--- src/rtl/gsim_pkg.sv ---
// Shared constants and FSM state encoding for the GSIM b-vector feeder.
package gsim_pkg;

  localparam int unsigned N     = 16;
  localparam int unsigned BW    = 16;
  localparam int unsigned CNT_W = 5;
  localparam int unsigned AW    = $clog2(N);

  typedef enum logic [1:0] {
    StFill    = 2'd0,
    StIssue   = 2'd1,
    StWaitRes = 2'd2
  } feed_state_e;

  function automatic logic is_last(input logic [CNT_W-1:0] cnt);
    return cnt == CNT_W'(N - 1);
  endfunction

endpackage

--- src/rtl/gsim_b_bank.sv ---
// N x BW element buffer: in-order synchronous write, combinational read, full flag.
module gsim_b_bank
  import gsim_pkg::*;
(
  input  logic          clk,
  input  logic          rst_n,
  input  logic          wr_en,
  input  logic [BW-1:0] wr_data,
  input  logic          clr,
  input  logic [AW-1:0] rptr,
  output logic [BW-1:0] rd_data,
  output logic          full,
  output logic          last_wr
);

  logic [CNT_W-1:0] wptr_q;
  logic [BW-1:0]    mem_q [N];
  logic             wr_ok;

  assign full    = (wptr_q == CNT_W'(N));
  assign wr_ok   = wr_en && !full;
  // Flags the write that completes the vector so the owner can react in the same cycle.
  assign last_wr = wr_ok && is_last(wptr_q);
  assign rd_data = mem_q[rptr];

  always_ff @(posedge clk or negedge rst_n) begin
    if (!rst_n) begin
      wptr_q <= '0;
      for (int i = 0; i < N; i++) begin
        mem_q[i] <= '0;
      end
    end else if (clr) begin
      wptr_q <= '0;
    end else if (wr_ok) begin
      mem_q[wptr_q[AW-1:0]] <= wr_data;
      wptr_q                <= wptr_q + CNT_W'(1);
    end
  end

endmodule

--- src/rtl/gsim_b_feeder.sv ---
// Buffers host b-vectors and issues them as gap-free N-cycle bursts to the GSIM solver.
// Define GSIM_FEED_PINGPONG_EN for two banks so the next vector fills while one is in flight.
module gsim_b_feeder
  import gsim_pkg::*;
(
  input  logic          clk,
  input  logic          rst_n,
  input  logic          s_valid,
  output logic          s_ready,
  input  logic [BW-1:0] s_data,
  output logic          in_en,
  output logic [BW-1:0] b_in,
  input  logic          sol_out_valid,
  output logic          busy
);

  feed_state_e      state_q;
  logic [AW-1:0]    rptr_q;
  logic [CNT_W-1:0] rcnt_q;
  logic             s_ready_q;
  logic             in_en_q;
  logic             busy_q;
  logic [BW-1:0]    b_in_q;

  logic             accept;
  logic             done;
  logic             start_fill;
  logic             start_next;
  logic             s_ready_nx;
  logic [BW-1:0]    rd_data;

  assign accept = s_valid && s_ready_q;
  assign done   = (state_q == StWaitRes) && sol_out_valid && is_last(rcnt_q);

`ifdef GSIM_FEED_PINGPONG_EN
  logic       fill_sel_q;
  logic       iss_sel_q;
  logic       fill_sel_nx;
  logic [1:0] wr_en;
  logic [1:0] clr;
  logic [1:0] full;
  logic [1:0] last_wr;
  logic [1:0] full_nx;
  logic [BW-1:0] rd_a;
  logic [BW-1:0] rd_b;

  assign wr_en       = {accept && fill_sel_q, accept && !fill_sel_q};
  assign clr         = {done && iss_sel_q, done && !iss_sel_q};
  // Occupancy as it will be after this edge; lets issue and s_ready react without a bubble.
  assign full_nx     = ~clr & (full | last_wr);
  assign fill_sel_nx = fill_sel_q ^ (|last_wr);
  assign rd_data     = iss_sel_q ? rd_b : rd_a;
  assign start_fill  = full_nx[iss_sel_q];
  assign start_next  = full_nx[~iss_sel_q];
  assign s_ready_nx  = !full_nx[fill_sel_nx];

  gsim_b_bank u_bank_a (
    .clk     (clk),
    .rst_n   (rst_n),
    .wr_en   (wr_en[0]),
    .wr_data (s_data),
    .clr     (clr[0]),
    .rptr    (rptr_q),
    .rd_data (rd_a),
    .full    (full[0]),
    .last_wr (last_wr[0])
  );

  gsim_b_bank u_bank_b (
    .clk     (clk),
    .rst_n   (rst_n),
    .wr_en   (wr_en[1]),
    .wr_data (s_data),
    .clr     (clr[1]),
    .rptr    (rptr_q),
    .rd_data (rd_b),
    .full    (full[1]),
    .last_wr (last_wr[1])
  );

  always_ff @(posedge clk or negedge rst_n) begin
    if (!rst_n) begin
      fill_sel_q <= 1'b0;
      iss_sel_q  <= 1'b0;
    end else begin
      fill_sel_q <= fill_sel_nx;
      iss_sel_q  <= iss_sel_q ^ done;
    end
  end
`else
  logic full;
  logic last_wr;
  logic full_nx;

  assign full_nx    = !done && (full || last_wr);
  assign start_fill = full_nx;
  assign start_next = 1'b0;
  assign s_ready_nx = !full_nx;

  gsim_b_bank u_bank (
    .clk     (clk),
    .rst_n   (rst_n),
    .wr_en   (accept),
    .wr_data (s_data),
    .clr     (done),
    .rptr    (rptr_q),
    .rd_data (rd_data),
    .full    (full),
    .last_wr (last_wr)
  );
`endif

  always_ff @(posedge clk or negedge rst_n) begin
    if (!rst_n) begin
      state_q   <= StFill;
      rptr_q    <= '0;
      rcnt_q    <= '0;
      s_ready_q <= 1'b0;
      in_en_q   <= 1'b0;
      b_in_q    <= '0;
      busy_q    <= 1'b0;
    end else begin
      s_ready_q <= s_ready_nx;
      unique case (state_q)
        StFill: begin
          in_en_q <= 1'b0;
          if (start_fill) begin
            state_q <= StIssue;
            rptr_q  <= '0;
          end
        end
        StIssue: begin
          in_en_q <= 1'b1;
          b_in_q  <= rd_data;
          busy_q  <= 1'b1;
          rptr_q  <= rptr_q + AW'(1);
          if (rptr_q == AW'(N - 1)) begin
            state_q <= StWaitRes;
          end
        end
        StWaitRes: begin
          in_en_q <= 1'b0;
          if (done) begin
            rcnt_q  <= '0;
            rptr_q  <= '0;
            busy_q  <= 1'b0;
            state_q <= start_next ? StIssue : StFill;
          end else if (sol_out_valid) begin
            rcnt_q <= rcnt_q + CNT_W'(1);
          end
        end
        default: state_q <= StFill;
      endcase
    end
  end

  assign s_ready = s_ready_q;
  assign in_en   = in_en_q;
  assign b_in    = b_in_q;
  assign busy    = busy_q;

endmodule

--- config.mk ---
export PLATFORM = sky130hd
export DESIGN_NAME = gsim_b_feeder
export DESIGN_NICKNAME = d
export VERILOG_FILES = /design/src/rtl/gsim_pkg.sv /design/src/rtl/gsim_b_bank.sv /design/src/rtl/gsim_b_feeder.sv
export SDC_FILE = /design/constraint.sdc
export NUM_CORES = 1
export LEC_CHECK = 0
export CORE_MARGIN = 4
export CORE_UTILIZATION = 40
export DETAILED_ROUTE_END_ITERATION = 10
export SLEW_MARGIN = 15
export SYNTH_ARGS = -nofsm -noshare
export SYNTH_HDL_FRONTEND = slang
export SYNTH_HIERARCHICAL = 1
export SYNTH_SLANG_ARGS = --single-unit
--- constraint.sdc ---
create_clock -name clk -period 2.15 [get_ports clk]
set_input_delay 0.5375 -clock clk [delete_from_list [all_inputs] [get_ports clk]]
set_output_delay 0.5375 -clock clk [all_outputs]
set_load 0.005 [all_outputs]
==> results of run 1 <==
==> routing by layer <==
metal  vias to the layer above  GRT usage (%)  wire length [µm]
met5                         -              0                 0
li1                       3414              -                 -
met2                       115           29.1             15400
met1                      4079           24.1             13800
met3                        42           2.50              1320
met4                         0           3.59               512
==> synth_stat cells (all sizes together), types with 2 or more instances <==
cell | number | area (µm²)
a21oi | 5 | 25.0
a22oi | 32 | 240
and2 | 2 | 12.5
and3 | 2 | 13.8
buf | 35 | 255
clkbuf | 29 | 109
dfrtp | 291 | 7280
ha | 7 | 87.6
inv | 12 | 45.0
mux2 | 256 | 2920
mux4 | 64 | 1440
nand2 | 77 | 307
nand2b | 4 | 40.0
nand3 | 11 | 75.1
nand3b | 2 | 27.5
nand4 | 2 | 12.5
nor2 | 9 | 51.3
nor2b | 5 | 33.8
nor3 | 4 | 35.0
nor4b | 2 | 38.8
o21ai | 10 | 50.0
o22ai | 2 | 18.8
or3 | 2 | 12.5
or4 | 2 | 15.0
==> through the flow <==
| stage | total power [mW] | util [%] | std cells |
|---|---|---|---|
| finish | 23.0 | 49.1 | 1437 |
| global route | 24.4 | 49.1 | 1437 |
| CTS | 23.2 | 48.9 | 1435 |
| detailed placement | 17.5 | 45.1 | 1369 |
| global placement | 17.3 | 45.1 | 1369 |
| floorplan | 14.7 | - | 880 |
==> repair_timing <==
action	4_1_cts	5_1_grt
resized for setup	7	9
cloned	2	0
hold endpoints to repair	45	0
setup endpoints to repair	124	61
hold buffers	1	0
pin swaps	5	1
buffers inserted	8	2
==> placed cells by master, fill, tap and decap left out, types with 11 or more instances in the layout <==
master,instances
a22oi_1,32
buf_12,25
buf_4,55
clkbuf_16,31
clkdlybuf4s50_1,37
dfrtp_1,289
inv_1,11
mux2_2,243
mux4_2,64
nand2_1,74
==> power breakdown <==
group          leakage [nW]  internal [mW]  switching, mW
Sequential             3.72           7.82           1.18
Combinational          3.05           4.85           3.71
Clock                 0.516           3.28           2.14
Total                  7.29           15.9           7.04
==> worst max-delay path by stage <==
stage,to,start,cells past startpoint
floorplan,u_bank/mem_q[37],rcnt_q[0],8
global placement,u_bank/mem_q[121],sol_out_valid,6
detailed placement,u_bank/mem_q[114],sol_out_valid,6
CTS,u_bank/mem_q[246],rcnt_q[0],9
global route,u_bank/mem_q[233],rcnt_q[0],10
finish,u_bank/mem_q[238],rcnt_q[0],10
==> registers in the layout, summed over array words and instances (netlist names) <==
| name | cells |
|---|---|
| u_bank/mem_q | 256 |
| b_in | 16 |
| in_en | 1 |
| rptr_q | 4 |
| state_q | 2 |
| s_ready | 1 |
| rcnt_q | 5 |
| u_bank/wptr_q | 5 |
| busy | 1 |
==> area by class of cell <==
type                    count  area, µm²
well taps                 442        553
clock inverters            14        176
flip-flops and latches    291       7290
repair buffers            124       1400
clock buffers              41        863
fillers                  2815      16600
inverters                  12       45.0
multi-input cells         513       5670
==> critical path: cells and delay by family (launching register included) <==
kind	cells	cell delay, ns
adder cells (fa/ha/maj)	1	0.21
buffers and inverters	4	0.58
flip-flops	1	0.38
multiplexers	1	0.28
AND/OR/NAND/NOR	4	0.53
==> logic make-up after synthesis <==
logic type | synth area share, %
DFF | 54.9
adders and majority gates | 0.660
buffers and inverters | 3.08
muxes | 32.9
AOI/OAI and AO/OA | 2.81
and+or+nand+nor | 5.52
xor gates and xnor gates | 0.132
==> flow_summary.html, run 1 <==
<table>
<tr><th>Metric</th><th>Value</th></tr>
<tr><th colspan="2">Power</th></tr>
<tr><td>Peak ir drop on the vdd network</td><td>865 µV</td></tr>
<tr><td>Total leakage power</td><td>7.29 nW</td></tr>
<tr><td>P per Cell Area</td><td>1440 nW/µm²</td></tr>
<tr><th colspan="2">Timing</th></tr>
<tr><td>Finish-stage setup viols</td><td>0</td></tr>
<tr><td>Setup WS post-layout</td><td>0.0451 ns</td></tr>
<tr><td>Max-slew violations</td><td>0</td></tr>
<tr><td>Slew headroom</td><td>53.1%</td></tr>
<tr><td>Worst-Margin Slew</td><td>0.701 ns</td></tr>
<tr><td>Setup repair after global routing missed its margin</td><td>true</td></tr>
<tr><td>Share of the cycle needed by the critical path after routing</td><td>97.9%</td></tr>
<tr><td>Total negative slack for setup checks</td><td>0 ns</td></tr>
<tr><td>Top achievable clock speed</td><td>0.475 GHz</td></tr>
<tr><td>Crit path time final</td><td>2.10 ns</td></tr>
<tr><td>Post-route worst hold slack</td><td>0.472 ns</td></tr>
<tr><td>Setup Skew</td><td>0.00714 ns</td></tr>
<tr><td>Final Hold Violating Endpoints</td><td>0</td></tr>
<tr><th colspan="2">Layout</th></tr>
<tr><td>Layout cell share with drive strength beyond 1</td><td>49.0%</td></tr>
<tr><td>Final net count</td><td>1,000</td></tr>
<tr><td>Area added between synthesis and finish</td><td>20.5%</td></tr>
<tr><td>Post-Layout Inst Area</td><td>16,000 µm²</td></tr>
<tr><td>ANT cells</td><td>0</td></tr>
<tr><th colspan="2">Global route</th></tr>
<tr><td>First-pass GRT wire length</td><td>48,700 µm</td></tr>
<tr><td>Initial antenna violation count</td><td>0</td></tr>
<tr><td>Overall global routing resource usage</td><td>17.3%</td></tr>
<tr><td>Maximum number of pins on one net before global-route repair</td><td>55</td></tr>
<tr><td>Sum of overflow across all layers after global routing</td><td>0</td></tr>
<tr><td>Number of global-route vias before repair</td><td>8,087</td></tr>
<tr><th colspan="2">Setup path</th></tr>
<tr><td>R2R Path End</td><td>u_bank/mem_q[238]</td></tr>
<tr><td>Delay contributed by the slowest stage of the critical path</td><td>0.38 ns</td></tr>
<tr><td>Type of element launching the critical path</td><td>flop</td></tr>
<tr><td>Start of the worst register-to-register path</td><td>rcnt_q[0]</td></tr>
<tr><td>Worst EP arrival</td><td>2.54 ns</td></tr>
<tr><td>Worst path most repeated cell</td><td>buf_6</td></tr>
<tr><td>Nature of the critical path endpoint</td><td>flop</td></tr>
<tr><td>Worst-case reg-to-reg path depth</td><td>10</td></tr>
<tr><td>Crit path cell chain</td><td>ha_2, nand4b_4, nor2_4, buf_6, nor4b_4, buf_4, buf_6, nand3_4, buf_12, mux2_2</td></tr>
<tr><td>Slowest stage cell, crit path</td><td>dfrtp_1</td></tr>
<tr><td>Required time at the endpoint of the critical path</td><td>2.59 ns</td></tr>
<tr><td>Slack of the worst reg-to-reg path</td><td>0.05 ns</td></tr>
<tr><td>Maximum fanout along the worst path</td><td>11</td></tr>
<tr><td>Start-to-end type of the worst setup path</td><td>flop to flop</td></tr>
<tr><th colspan="2">Detailed routing</th></tr>
<tr><td>Average wire length per cell after detail routing</td><td>21.6 µm</td></tr>
<tr><td>Count of nets left with antenna violations after detail routing</td><td>0</td></tr>
<tr><td>Vias per cell</td><td>5.32</td></tr>
<tr><td>Final wirelength</td><td>31,000 µm</td></tr>
<tr><td>Number of vias in the routed layout</td><td>7,650</td></tr>
<tr><td>Remaining DRCs</td><td>0</td></tr>
<tr><td>First DRT Iteration DRCs</td><td>487</td></tr>
<tr><td>Length of the first detailed-routing pass in iterations</td><td>4</td></tr>
<tr><th colspan="2">Synthesis</th></tr>
<tr><td>Share of the yosys chip area belonging to registers</td><td>54.9%</td></tr>
<tr><td>Share of flip-flops with an asynchronous set or reset</td><td>100%</td></tr>
<tr><td>Yosys warning count</td><td>6</td></tr>
<tr><td>Average cell area after synthesis</td><td>15.1 µm²</td></tr>
<tr><td>EDFF count, synth</td><td>0</td></tr>
<tr><td>Count of different cell masters after synthesis</td><td>57</td></tr>
<tr><td>Number of instances in the synthesized netlist</td><td>880</td></tr>
<tr><td>Summed instance area of the synthesized netlist</td><td>13,300 µm²</td></tr>
<tr><td>Register bit total from synthesis</td><td>291</td></tr>
<tr><td>Most instantiated flip-flop cell in the synthesis netlist</td><td>dfrtp_1</td></tr>
<tr><td>Net Count, Synth</td><td>907</td></tr>
<tr><th colspan="2">Clocking</th></tr>
<tr><td>Maximum clock path buffer count</td><td>3</td></tr>
<tr><td>H-tree depth</td><td>1</td></tr>
<tr><td>Clock tree from TritonCTS</td><td>done</td></tr>
<tr><td>Clock root buffer</td><td>clkbuf_16</td></tr>
<tr><td>Clock transition at the registers of the reported paths</td><td>0.06 ns</td></tr>
<tr><td>Later-pin clock latency in the skew report</td><td>0.55 ns</td></tr>
<tr><td>TritonCTS Sinks</td><td>291</td></tr>
<tr><td>Inserted Clock Buffers</td><td>31</td></tr>
<tr><th colspan="2">Placement</th></tr>
<tr><td>Global placer's final weighted congestion</td><td>0.791</td></tr>
<tr><td>Pre-CTS setup slack</td><td>-0.715 ns</td></tr>
<tr><td>Area after detailed placement</td><td>14,700 µm²</td></tr>
<tr><td>Half-perimeter wire length of the detailed placement result</td><td>19,700 µm</td></tr>
<tr><td>I/O Buffers</td><td>38</td></tr>
<tr><th colspan="2">Die</th></tr>
<tr><td>Effective utilization at floorplan</td><td>40.7%</td></tr>
<tr><td>Y dimension of the die</td><td>190 µm</td></tr>
<tr><td>Die X</td><td>190 µm</td></tr>
<tr><td>Placement Rows</td><td>66</td></tr>
<tr><td>Die area</td><td>36,200 µm²</td></tr>
<tr><td>Placeable core region</td><td>32,600 µm²</td></tr>
<tr><td>Top-Level Pins</td><td>39</td></tr>
<tr><th colspan="2">Worst hold path</th></tr>
<tr><td>Min-Delay Startpoint</td><td>b_in[14]</td></tr>
<tr><td>Worst Hold Depth</td><td>2</td></tr>
<tr><td>Hold worst-path end</td><td>b_in[14]</td></tr>
<tr><td>Min-Delay Path Class</td><td>flop to flop</td></tr>
<tr><th colspan="2">Flow run</th></tr>
<tr><td>Max-capacitance violation count</td><td>0</td></tr>
<tr><th colspan="2">Status</th></tr>
<tr><td>Outcome</td><td>finished, final reports clean</td></tr>
</table>
Note: power is estimated with default switching activity, not from simulation.
==> run 2: changes to the inputs <==
--- a/config.mk
+++ b/config.mk
@@ -8,6 +8,7 @@
 export CORE_MARGIN = 4
 export CORE_UTILIZATION = 40
 export DETAILED_ROUTE_END_ITERATION = 10
+export GPL_ROUTABILITY_DRIVEN = 0
 export SLEW_MARGIN = 15
 export SYNTH_ARGS = -nofsm -noshare
 export SYNTH_HDL_FRONTEND = slang
==> results of run 2 <==
Final layout, timing and power as in run 1 (identical DEF).
==> run 3: changes to the inputs <==
--- a/config.mk
+++ b/config.mk
@@ -7,8 +7,10 @@
 export LEC_CHECK = 0
 export CORE_MARGIN = 4
 export CORE_UTILIZATION = 40
+export CTS_CLUSTER_DIAMETER = 100
 export DETAILED_ROUTE_END_ITERATION = 10
 export GPL_ROUTABILITY_DRIVEN = 0
+export GPL_TIMING_DRIVEN = 0
 export SLEW_MARGIN = 15
 export SYNTH_ARGS = -nofsm -noshare
 export SYNTH_HDL_FRONTEND = slang
==> flow_summary.html, run 3 (synthesized netlist as in run 1, its figures left out) <==
<table>
<tr><th>Metric</th><th>Value</th></tr>
<tr><th colspan="2">Die</th></tr>
<tr><td>Die X</td><td>190 µm (unchanged)</td></tr>
<tr><td>Placement Rows</td><td>66 (unchanged)</td></tr>
<tr><td>Y dimension of the die</td><td>190 µm (unchanged)</td></tr>
<tr><td>Top-Level Pins</td><td>39 (unchanged)</td></tr>
<tr><td>Placeable core region</td><td>32,600 µm² (unchanged)</td></tr>
<tr><td>Effective utilization at floorplan</td><td>40.7% (unchanged)</td></tr>
<tr><td>Die area</td><td>36,200 µm² (unchanged)</td></tr>
<tr><th colspan="2">Global route</th></tr>
<tr><td>First-pass GRT wire length</td><td>47,900 µm (was 48,700 µm)</td></tr>
<tr><td>Initial antenna violation count</td><td>0 (unchanged)</td></tr>
<tr><td>Overall global routing resource usage</td><td>16.8% (was 17.3%)</td></tr>
<tr><td>Maximum number of pins on one net before global-route repair</td><td>99 (was 55)</td></tr>
<tr><td>Sum of overflow across all layers after global routing</td><td>0 (unchanged)</td></tr>
<tr><td>Number of global-route vias before repair</td><td>8,111 (was 8,087)</td></tr>
<tr><th colspan="2">Detailed routing</th></tr>
<tr><td>Number of vias in the routed layout</td><td>7,546 (was 7,650)</td></tr>
<tr><td>Count of nets left with antenna violations after detail routing</td><td>0 (unchanged)</td></tr>
<tr><td>Vias per cell</td><td>5.25 (was 5.32)</td></tr>
<tr><td>Remaining DRCs</td><td>0 (unchanged)</td></tr>
<tr><td>First DRT Iteration DRCs</td><td>378 (was 487)</td></tr>
<tr><td>Length of the first detailed-routing pass in iterations</td><td>4 (unchanged)</td></tr>
<tr><td>Average wire length per cell after detail routing</td><td>20.9 µm (was 21.6 µm)</td></tr>
<tr><td>Final wirelength</td><td>30,000 µm (was 31,000 µm)</td></tr>
<tr><th colspan="2">Layout</th></tr>
<tr><td>Post-route non-filler standard cell count</td><td>1,436 (was 1,437)</td></tr>
<tr><td>Max FFs per register</td><td>256 (unchanged)</td></tr>
<tr><td>Final net count</td><td>1,000 (unchanged)</td></tr>
<tr><td>Most common library cell in the layout ignoring fill and taps</td><td>dfrtp_1 (unchanged)</td></tr>
<tr><td>Area added between synthesis and finish</td><td>18.6% (was 20.5%)</td></tr>
<tr><td>ANT cells</td><td>0 (unchanged)</td></tr>
<tr><td>Most used cells in the layout excluding fill and tap cells</td><td>dfrtp_1 (289), mux2_2 (243), nand2_1 (74) (unchanged)</td></tr>
<tr><td>Layout cell share with drive strength beyond 1</td><td>48.1% (was 49.0%)</td></tr>
<tr><td>Register with the most flip-flops</td><td>u_bank/mem_q (unchanged)</td></tr>
<tr><th colspan="2">Clocking</th></tr>
<tr><td>H-tree depth</td><td>1 (unchanged)</td></tr>
<tr><td>Inserted Clock Buffers</td><td>30 (was 31)</td></tr>
<tr><td>Later-pin clock latency in the skew report</td><td>0.55 ns (about the same)</td></tr>
<tr><td>TritonCTS Sinks</td><td>291 (unchanged)</td></tr>
<tr><td>Clock transition at the registers of the reported paths</td><td>0.06 ns (about the same)</td></tr>
<tr><td>Maximum clock path buffer count</td><td>3 (unchanged)</td></tr>
<tr><td>Clock tree from TritonCTS</td><td>done (unchanged)</td></tr>
<tr><td>Clock root buffer</td><td>clkbuf_16 (unchanged)</td></tr>
<tr><th colspan="2">Timing</th></tr>
<tr><td>Setup repair after global routing missed its margin</td><td>false (was true)</td></tr>
<tr><td>Share of the cycle needed by the critical path after routing</td><td>98.2% (was 97.9%)</td></tr>
<tr><td>Top achievable clock speed</td><td>0.474 GHz (was 0.475 GHz)</td></tr>
<tr><td>Finish-stage setup viols</td><td>0 (unchanged)</td></tr>
<tr><td>Final Hold Violating Endpoints</td><td>0 (unchanged)</td></tr>
<tr><td>Crit path time final</td><td>2.11 ns (was 2.10 ns)</td></tr>
<tr><td>Slew headroom</td><td>59.2% (was 53.1%)</td></tr>
<tr><td>Worst-Margin Slew</td><td>0.611 ns (was 0.701 ns)</td></tr>
<tr><td>Post-route worst hold slack</td><td>0.448 ns (was 0.472 ns)</td></tr>
<tr><td>Max-slew violations</td><td>0 (unchanged)</td></tr>
<tr><td>Setup Skew</td><td>0.00832 ns (was 0.00714 ns)</td></tr>
<tr><th colspan="2">Placement</th></tr>
<tr><td>Half-perimeter wire length of the detailed placement result</td><td>19,600 µm (was 19,700 µm)</td></tr>
<tr><td>Cell count after placement</td><td>1,363 (was 1,369)</td></tr>
<tr><td>I/O Buffers</td><td>38 (unchanged)</td></tr>
<tr><th colspan="2">Setup path</th></tr>
<tr><td>Nature of the critical path endpoint</td><td>flop (unchanged)</td></tr>
<tr><td>Worst-case reg-to-reg path depth</td><td>8 (was 10)</td></tr>
<tr><td>Type of element launching the critical path</td><td>input port (was flop)</td></tr>
<tr><td>Slack of the worst reg-to-reg path</td><td>0.06 ns (was 0.05 ns)</td></tr>
<tr><td>Start-to-end type of the worst setup path</td><td>input port to flop (was flop to flop)</td></tr>
<tr><td>Start of the worst register-to-register path</td><td>rcnt_q[1] (was rcnt_q[0])</td></tr>
<tr><td>R2R Path End</td><td>u_bank/mem_q[142] (was u_bank/mem_q[238])</td></tr>
<tr><td>Maximum fanout along the worst path</td><td>10 (was 11)</td></tr>
<tr><td>Required time at the endpoint of the critical path</td><td>2.58 ns (was 2.59 ns)</td></tr>
<tr><td>Worst EP arrival</td><td>2.55 ns (was 2.54 ns)</td></tr>
<tr><th colspan="2">Power</th></tr>
<tr><td>P per Cell Area</td><td>1440 nW/µm² (about the same)</td></tr>
<tr><td>Logic pwr share</td><td>37.3% (was 37.2%)</td></tr>
<tr><td>Overall power of the completed layout</td><td>22.7 mW (was 23.0 mW)</td></tr>
<tr><td>Proportion of total power due to net switching</td><td>31.4% (was 30.6%)</td></tr>
<tr><td>Part of the total power dissipated in sequential elements</td><td>39.8% (was 39.2%)</td></tr>
<tr><td>Peak ir drop on the vdd network</td><td>660 µV (was 865 µV)</td></tr>
<tr><td>Cell-internal power</td><td>15.6 mW (was 15.9 mW)</td></tr>
<tr><td>Clock share of power</td><td>23.0% (was 23.6%)</td></tr>
<tr><td>Total leakage power</td><td>7.09 nW (was 7.29 nW)</td></tr>
<tr><td>Switching pwr</td><td>7.14 mW (was 7.04 mW)</td></tr>
<tr><th colspan="2">Worst hold path</th></tr>
<tr><td>Min-Delay Path Class</td><td>input port to asynchronous set/reset pin (was flop to flop)</td></tr>
<tr><th colspan="2">Status</th></tr>
<tr><td>Outcome</td><td>finished, final reports clean (unchanged)</td></tr>
<tr><th colspan="2">Flow run</th></tr>
<tr><td>Max-capacitance violation count</td><td>0 (unchanged)</td></tr>
</table>
run 3: cell types whose count changed in the layout (fill, tap and decap cells not counted), moves of 3 or more:
cell	change
a22oi_1	-12
clkbuf_2	+3
buf_12	-23
buf_2	+3
clkbuf_4	+7
ha_2	+3
nor2_4	+3
clkbuf_1	+23
buf_4	-26
buf_6	+14
a22oi_2	+12
ha_1	-3
run 3: worst max path at each step:
stage | slack, ns | startpoint | to
2_1_floorplan | 0.005 | rcnt_q[0] | u_bank/mem_q[37]
3_3_place_gp | -12.46 | rst_n | rcnt_q[2]
3_5_place_dp | -0.92 | sol_out_valid | u_bank/mem_q[106]
4_1_cts | 0.0008 | rptr_q[1] | b_in[10]
5_1_grt | 0.001 | u_bank/wptr_q[0] | rptr_q[0]
6_report | 0.04 | sol_out_valid | u_bank/mem_q[142]
run 3: critical path: stages:
cell             delay (ns)
clkdlybuf4s50_1        0.56
nand3b_4               0.16
nor2_4                 0.24
buf_6                  0.17
and4bb_4               0.24
nand2_8                0.12
buf_12                 0.15
mux2_2                 0.35
run 3: timing repair:
action                                  CTS  global route
cloned                                    0             1
pin swaps                                11             2
hold buffers                              1             0
endpoints found under the setup margin  258           177
endpoints found under the hold margin    38             0
buffers inserted                         19             2
resized for setup                        66            15
run 3: final cells by class:
type,count,area [µm²]
fill,2791,16900
sequential,291,7280
multi-input combinational,513,5760
clock buffer,43,850
timing repair buffer,64,661
tap,442,553
buffer,61,464
clock inverter,10,136
inverter,12,45.0
run 3: power groups by stage:
stage	registers (mW)	clock network, mW	logic, mW
floorplan	8.70	0	6.00
global placement	9.04	0	7.84
detailed placement	9.09	0	8.00
CTS	9.03	5.36	8.50
global route	9.33	5.59	9.25
finish	9.04	5.23	8.47
run 3: metal layers:
| layer | up-vias | track usage, % | wire length [µm] |
|---|---|---|---|
| met5 | - | 0 | 0 |
| met4 | 0 | 3.04 | 415 |
| met3 | 36 | 2.04 | 1070 |
| met2 | 105 | 27.5 | 14400 |
| met1 | 3979 | 24.5 | 14100 |
| li1 | 3426 | - | - |
run 3: per-stage QoR:
stage	utilization [%]	cell area [µm²]	setup slack, ns	setup TNS, ns
4_1_cts	48.1	15700	0.000763	0
3_5_place_dp	43.9	14300	-0.917	-170.07
6_report	48.3	15700	0.0387	0
5_1_grt	48.3	15700	0.00100	0
2_1_floorplan	-	13300	0.00455	0
3_3_place_gp	43.6	14200	-12.46	-3782.15
==> RTL change 1 (settings of run 1) <==
The 3 states of `feed_state_e` get a one-hot encoding in 3 bits.
--- a/src/rtl/gsim_pkg.sv
+++ b/src/rtl/gsim_pkg.sv
@@ -6,10 +6,10 @@
   localparam int unsigned CNT_W = 5;
   localparam int unsigned AW    = $clog2(N);
 
-  typedef enum logic [1:0] {
-    StFill    = 2'd0,
-    StIssue   = 2'd1,
-    StWaitRes = 2'd2
+  typedef enum logic [2:0] {
+    StFill    = 3'b001,
+    StIssue   = 3'b010,
+    StWaitRes = 3'b100
   } feed_state_e;
 
   function automatic logic is_last(input logic [CNT_W-1:0] cnt);
Check against the original RTL: no difference found for any inputs over 10 cycles, from zero or initial values and one cycle with rst_n low; not proved beyond that.
==> RTL change 1 against run 1 <==
- sequential cell count increased by 1
- combinational power decreased by 25%
- total power decreased by 9.2%
- routed wire length increased by 2.8%
- critical endpoint is now u_bank/mem_q[74]
- hold slack got worse by 0.0077 ns
- first-iteration DRC count decreased by 17%
- area after synthesis increased by 0.71%
- design area increased by 0.92%
- worst setup slack got worse by 0.037 ns
- largest power group unchanged
==> RTL change 1: results (changes against run 1) <==
* Status: completed
* Max IR drop VDD at 0.502 mV (-42%)
* Placed insts at 1,387 (+1.3%)
* Layout cells sized above 1 at 48.6% (-0.43 points)
* Met1 GRT Util at 25.3% (+1.1 points)
* Setup Skew at 0.00861 ns (+0.00147 ns)
* Adder-Cell Fraction of Synth Area at 0.655% (-0.0046 points)
* Leak at 7.21 nW (-1.1%)
* Total track usage at 17.9% (+0.58 points)
* Vias in the first global route at 8,337 (+3.1%)
* DRT met1 WL at 14.5 mm (+5.1%)
* Synth Area in Compound Gates at 3.06% (+0.25 points)
* Mux share of post-synthesis cell area at 32.6% (-0.31 points)
* CP Max Fanout at 10 (-1)
* Area contributors post-synth: dfrtp_1, mux2_2, mux4_2, nand2_1, a22oi_1
* Clock power share at 26.6% (+3.0 points)
* Vias post-DR at 7,886 (+3.1%)
* PD cells at 1290 nW/um2 (-10%)
* Worst Tran Pin Value at 1.10 ns (+0.404 ns)
* R2R depth at 7 (-3)
* Post-DR wirelength/cell at 21.9 um (+1.6%)
* Register area share after synthesis at 54.7% (-0.19 points)
* HP Class: input port to async pin
* Fmax at 467 MHz (-1.7%)
* CP delay by family, top: simple AND/OR/NAND/NOR gates
* Worst Path Arrival at 2.58 ns (+0.04 ns)
* First-pass GRT wire length at 50.3 mm (+3.3%)
* 1st-iter DRT viols at 402 (-17%)
* Worst path max stage delay at 0.60 ns (+0.22 ns)
* M2 GR Usage at 29.7% (+0.61 points)
* Largest net degree at the start of global routing at 57 (+3.6%)
* Worst path slowest cell: or4_4
* Synth Area in XOR/XNOR at 0.131% (-0.00093 points)
* Setup WS pre-CTS at -0.644 ns (+0.0715 ns)
* Reg2reg end: u_bank/mem_q[74]
## RTL change 1: layout make-up
cell class                 count  area share [%]
sequential                   292            45.3
multi-input combinational    529            35.4
timing repair buffer         127            9.09
clock buffer                  45            5.63
tap                          442            3.42
clock inverter                11           0.961
inverter                       8           0.186
## RTL change 1: repair_timing
item                                   4_1_cts  5_1_grt
endpoints found under the hold margin       35        0
cloned                                       1        1
gates resized for setup                      4        6
hold buffers                                 1        0
setup buffers                                4        4
setup endpoints to repair                  112       92
pin swaps                                    4        2
## RTL change 1: how the worst max path moves through the flow
stage                        startpoint                 to  depth (start not counted)
after global placement    sol_out_valid  u_bank/mem_q[185]                          6
final                         rcnt_q[0]   u_bank/mem_q[74]                          7
after floorplan              state_q[0]   u_bank/mem_q[85]                          9
after global routing          rcnt_q[1]   u_bank/mem_q[77]                          7
after CTS                     rcnt_q[0]   u_bank/mem_q[78]                          7
after detailed placement  sol_out_valid  u_bank/mem_q[182]                          6
==> RTL change 2 (flow settings as in run 1) <==
Made on the original files. The package constant `CNT_W` goes from 5 to 7.
--- a/src/rtl/gsim_pkg.sv
+++ b/src/rtl/gsim_pkg.sv
@@ -3,7 +3,7 @@
 
   localparam int unsigned N     = 16;
   localparam int unsigned BW    = 16;
-  localparam int unsigned CNT_W = 5;
+  localparam int unsigned CNT_W = 7;
   localparam int unsigned AW    = $clog2(N);
 
   typedef enum logic [1:0] {
Check against the original RTL: no difference found for any inputs over 10 cycles, from zero or initial values and one cycle with rst_n low; that may be too few to reach the edited logic, so the function may still have changed.
==> RTL change 2 against run 1 <==
- sequential power rose by 8.2%
- worst setup slack got worse by 0.039 ns
- design area rose by 4.7%
- routed wire length rose by 2.2%
- sequential cell count rose by 4
- area after synthesis rose by 2.6%
- total power rose by 13%
- critical path type unchanged
- largest cell class unchanged
==> RTL change 2: results (changes against run 1) <==
* Synth Area in XOR/XNOR at 0.643% (+0.51 points)
* Total track usage at 17.3% (+0.051 points)
* Multi-input logic area at 6050 um2 (+6.6%)
* Multi-input comb cells at 501 (-2.3%)
* Fillers at 2,827 (+0.43%)
* 1st-iter DRT viols at 429 (-12%)
* DRT Wirelength at 31.7 mm (+2.2%)
* HP Class: input port to async pin
* Layout cells sized above 1 at 52.8% (+3.8 points)
* R2R depth at 8 (-2)
* Bufs w/o clock at 134 (+8.1%)
* Vias post-DR at 7,675 (+0.33%)
* Buffering overhead at 9.42% (+0.66 points)
* Synth Area in Compound Gates at 3.08% (+0.27 points)
* Status: completed
* Worst Tran Pin Value at 1.11 ns (+0.408 ns)
* Final HPWL DP at 20.3 mm (+2.9%)
* H-tree depth at 2 (+1)
* Largest net degree at the start of global routing at 62 (+13%)
* R2r setup slk at 0.006 ns (-0.04 ns)
* Mux share of post-synthesis cell area at 34.2% (+1.3 points)
* Die Wd at 193 um (+1.2%)
* Routability Congestion at 0.739 (-6.6%)
* CTS buffer count at 34 (+9.7%)
* CLK BUF at 43 (+4.9%)
* Area post-placement at 15,200 um2 (+3.7%)
* First-pass GRT wire length at 49.6 mm (+1.8%)
[RTL change 2: changes by cell type in the layout (fill, tap and decap cells not counted), sizes merged, moves of 5 or more]
cell / delta
buf: +9
nor2: +15
xor2: +5
mux2: +17
nand2: -47
[RTL change 2: kinds of logic after synthesis]
kind of cell	Yosys count
muxes	338
DFF	295
buffers and inverters	72
adders and majority gates	6
and+or+nand+nor	94
AOI/OAI and AO/OA	53
xor gates and xnor gates	10
[RTL change 2: per-layer routing]
metal	GRT usage, %	share of wire [%]	vias to the layer above
met5	0	0	-
met3	2.71	3.8	41
met1	25.3	47	4094
met2	27.5	48	111
met4	4.03	2.0	0
li1	-	-	3429
[RTL change 2: worst max path at each step]
stage                        startpoint                 to  slack (ns)  depth (start not counted)
after global placement    sol_out_valid   u_bank/mem_q[26]       -0.40                          8
final                         rcnt_q[0]  u_bank/mem_q[197]       0.006                          8
after global routing          rcnt_q[0]  u_bank/mem_q[197]       -0.05                          8
after CTS                     rptr_q[0]           b_in[14]       0.004                          5
after floorplan               rcnt_q[1]  u_bank/mem_q[245]       -0.03                          9
after detailed placement  sol_out_valid  u_bank/mem_q[126]       -0.45                          7
[RTL change 2: power groups by stage]
stage / Combinational, mW / Sequential [mW] / Clock [mW]
after floorplan: 7.33 / 9.25 / 0
after global placement: 9.81 / 9.73 / 0
after detailed placement: 10.0 / 9.79 / 0
after CTS: 10.1 / 9.74 / 6.06
after global routing: 11.1 / 10.1 / 6.33
final: 10.3 / 9.74 / 5.90
[RTL change 2: timing repair]
item,4_1_cts,5_1_grt
hold buffers,1,0
endpoints found under the setup margin,9,193
buffers inserted,4,9
pin swaps,0,3
endpoints found under the hold margin,28,0
gates cloned,0,2
gates resized for setup,7,38
